--- src/rtl/shift_rows.sv ---
// AES ShiftRows byte permutation (InvShiftRows when INVERSE=1) feeding a single output register.
// Latency 1 cycle, one state accepted every cycle; no backpressure, data_in is taken unconditionally.
module shift_rows #(
  parameter bit INVERSE = 1'b0
) (
  input  logic         clk,
  input  logic         rst,
  input  logic [127:0] data_in,
  output logic [127:0] data_out
);

  logic [127:0] perm_dat;

  // Byte i = r + 4c sits at [127-8i -: 8]; row r rotates left by r columns (right when inverting).
  for (genvar c = 0; c < 4; c++) begin : g_col
    for (genvar r = 0; r < 4; r++) begin : g_row
      localparam int SRC_C = INVERSE ? ((c - r + 4) % 4) : ((c + r) % 4);
      assign perm_dat[127 - 8*(r + 4*c) -: 8] = data_in[127 - 8*(r + 4*SRC_C) -: 8];
    end
  end

  always_ff @(posedge clk or negedge rst) begin
    if (!rst) begin
      data_out <= '0;
    end else begin
      data_out <= perm_dat;
    end
  end

endmodule

--- config.mk ---
export PLATFORM = sky130hd
export DESIGN_NAME = shift_rows
export DESIGN_NICKNAME = d
export VERILOG_FILES = /design/src/rtl/shift_rows.sv
export SDC_FILE = /design/constraint.sdc
export NUM_CORES = 1
export LEC_CHECK = 0
export CORE_MARGIN = 2
export CORE_UTILIZATION = 29
export CTS_CLUSTER_DIAMETER = 120
export CTS_CLUSTER_SIZE = 14
export DETAILED_ROUTE_END_ITERATION = 6
export GPL_TIMING_DRIVEN = 0
export PLACE_DENSITY = 0.86
export RECOVER_POWER = 50
export SLEW_MARGIN = 10
export SYNTH_ARGS = -nofsm -noshare
export SYNTH_HDL_FRONTEND = slang
export SYNTH_SLANG_ARGS = --single-unit
--- constraint.sdc ---
create_clock -name clk -period 0.8 [get_ports clk]
set_input_delay 0.16 -clock clk [delete_from_list [all_inputs] [get_ports clk]]
set_output_delay 0.16 -clock clk [all_outputs]
set_load 0.1 [all_outputs]
==> load_flow_metrics.sql <==
INSERT INTO impl_metrics (metric_group, metric, value, unit) VALUES
('finish', 'layout.cell_area.non_filler', '8252', 'sq um'),
('place', 'post_dp_cell_area', '6457', 'sq um'),
('detailed_routing', 'wl_met2', '6547', 'um'),
('run', 'maxCapViolCount', '0', ''),
('sta', 'timing.final.setup_violations', '128', ''),
('grt', 'first_global_vias', '2651', ''),
('detailed_routing', 'drc', '0', ''),
('clock_network', 'clock_buffer_count_from_cts', '17', ''),
('worst_setup_path', 'endpoint_kind', 'output pin', ''),
('place', 'buffer_ports.inserted', '257', ''),
('place', 'post-dp-hpwl', '7056', 'um'),
('worst_setup_path', 'crit_family', 'flip-flops', ''),
('grt', 'antenna_found_initial', '2', ''),
('sta', 'timing_hold_violations_final', '62', ''),
('worst_setup_path', 'crit_path_start_kind', 'register', ''),
('die', 'core_area', '10790', 'sq um'),
('clock_network', 'cts_post_setup_buffers_inserted', '0', ''),
('pwr', 'power.leakage', '0.003378', 'uW'),
('die', 'design.portCount', '258', ''),
('die', 'die_area', '11900', 'sq um'),
('min_path', 'worstHoldPathType', 'input pin to async pin', ''),
('worst_setup_path', 'critPathMaxFanout', '1', ''),
('detailed_routing', 'routed-via-count', '2213', ''),
('worst_setup_path', 'cp_data_required_time', '0.64', 'ns'),
('finish', 'regMostFlops', 'data_out', ''),
('detailed_routing', 'first_pass_iters', '4', ''),
('clock_network', 'cts_buffer_depth', '2', ''),
('pwr', 'total_power_divided_by_cell_area', '2262', 'nW/um^2'),
('clock_network', 'clkSlewWorstSetupHoldPaths', '0.06', 'ns'),
('sta', 'relSlewSlack', '0.4023', ''),
('sta', 'transition_time_at_the_pin_with_the_least_slew_margin', '0.8965', 'ns'),
('synth', 'synth-seq-cells', '128', ''),
('sta', 'finalHoldWorstSlack', '-0.2003', 'ns'),
('synth', 'syn-instance-count', '128', ''),
('sta', 'final_min_period_over_clock_period', '1.668', ''),
('worst_setup_path', 'crit_path_cell_trace', 'buf_12', ''),
('status', 'violations', 'hold timing, setup timing', ''),
('place', 'placement.setup.worst_slack', '-0.9257', 'ns'),
('detailed_routing', 'wl_met1', '3178', 'um'),
('detailed_routing', 'ant_nets', '0', ''),
('worst_setup_path', 'worst-setup-path-type', 'register to output pin', ''),
('finish', 'post-route-util', '0.7645', ''),
('sta', 'fin_ws', '-0.5346', 'ns'),
('finish', 'nets', '535', ''),
('sta', 'fmaxAchievable', '0.7493', 'GHz'),
('grt', 'grt_use_total', '0.1894', ''),
('pwr', 'vdd_ir_drop_max', '0.001696', 'V'),
('finish', 'layout_top_registers', 'data_out x128', ''),
('status', 'outcome', 'finished, violations left', ''),
('grt', 'grt_pass1_wl', '15480', 'um'),
('finish', 'largest_register_ff_count', '128', ''),
('die', 'die_width', '109.1', 'um'),
('detailed_routing', 'top_layer_used_by_detailed_routing', 'met4', ''),
('sta', 'setup-tns-final', '-65.56', 'ns'),
('finish', 'syn2layout_area_growth', '157.6', '%'),
('die', 'die-height', '109.1', 'um'),
('detailed_routing', 'routed-wl-met3', '1141', 'um'),
('sta', 'timing_max_transition_violations_final', '0', ''),
('clock_network', 'cts-root-buf', 'clkbuf_8', ''),
('synth', 'post_synthesis_area_per_instance', '25.02', 'sq um'),
('worst_setup_path', 'worst-path-buf-inv', '1', ''),
('clock_network', 'tritoncts_clock_tree', 'done', ''),
('die', 'start_util', '0.2968', ''),
('synth', 'yosysUniqueCellTypes', '1', ''),
('detailed_routing', 'post_detailed_route_wirelength_per_cell', '19.66', 'um'),
('place', 'place.gp.congestion', '0.6869', ''),
('synth', 'synth-seq-area-share', '1.000', ''),
('synth', 'synth_fp_nets', '258', ''),
('finish', 'multi_input_comb_cells', '0', ''),
('sta', 'time_the_worst_path_needs_with_i_o_delays_and_setup', '1.335', 'ns'),
('worst_setup_path', 'critical-path-max-stage-delay', '0.49', 'ns');
routing by layer:
layer | vias to the layer above | GRT usage
met3 | 9 | 0.09564
met4 | 0 | 0.06502
met5 | - | 0
li1 | 955 | -
met1 | 1099 | 0.1694
met2 | 150 | 0.3607
stage by stage:
step | std cells | hold WS [ns] | power, uW
after floorplan | 128 | -0.1356 | 9749
after global placement | 525 | 0.6011 | 11150
after global routing | 556 | -0.1609 | 19270
final | 557 | -0.2003 | 18670
after CTS | 554 | -0.3638 | 18880
after detailed placement | 526 | 0.1789 | 11230
cells in the mapped netlist:
cell type,instances,area share
dfrtp_1,128,1.0
worst paths after layout:
path	slack [ns]	end	cells past startpoint	startpoint
min	-0.20	data_out[94]$_DFF_PN0_	1	rst
max in group asynchronous	0.13	data_out[115]$_DFF_PN0_	2	rst
max	-0.53	data_out[26]	1	data_out[26]$_DFF_PN0_
min in group clk	0.13	data_out[46]$_DFF_PN0_	1	data_in[110]
power breakdown:
part / total (uW) / internal [uW] / switching [uW] / leakage [uW]
Clock: 6740 / 4180 / 2560 / 0.000251
Sequential: 7320 / 7020 / 302 / 0.00138
Combinational: 4610 / 1710 / 2890 / 0.00175
Total: 18700 / 12900 / 5750 / 0.00338
area by class of cell:
class | count | area (sq um) | share of cell area
sequential | 128 | 3681 | 0.4461
clock buffer | 21 | 449.2 | 0.05444
antenna | 3 | 7.507 | 0.0009098
tap | 140 | 175.2 | 0.02123
clock inverter | 7 | 65.06 | 0.007885
timing repair buffer | 258 | 3874 | 0.4694
cells by family (layout without fill, tap and decap cells):
| kind of cell | count (synthesis) | in the layout | synth area share |
|---|---|---|---|
| flops | 128 | 128 | 1.000 |
| other cells | 0 | 3 | 0 |
| buf+inv | 0 | 286 | 0 |
repair_timing:
action	in CTS	in global routing
endpoints found under the setup margin	128	128
endpoints found under the hold margin	62	62
gates resized for setup	1151	0
cell usage in the layout (no fill, tap or decap), drive strengths merged:
cell,Yosys,layout
dfrtp,128,128
buf,0,129
clkinv,0,4
clkdlybuf4s50,0,8
clkbuf,0,22
diode,0,3
bufinv,0,1
dlygate4sd3,0,120
clkinvlp,0,2
No activity file was read; power rests on OpenSTA's default activity.
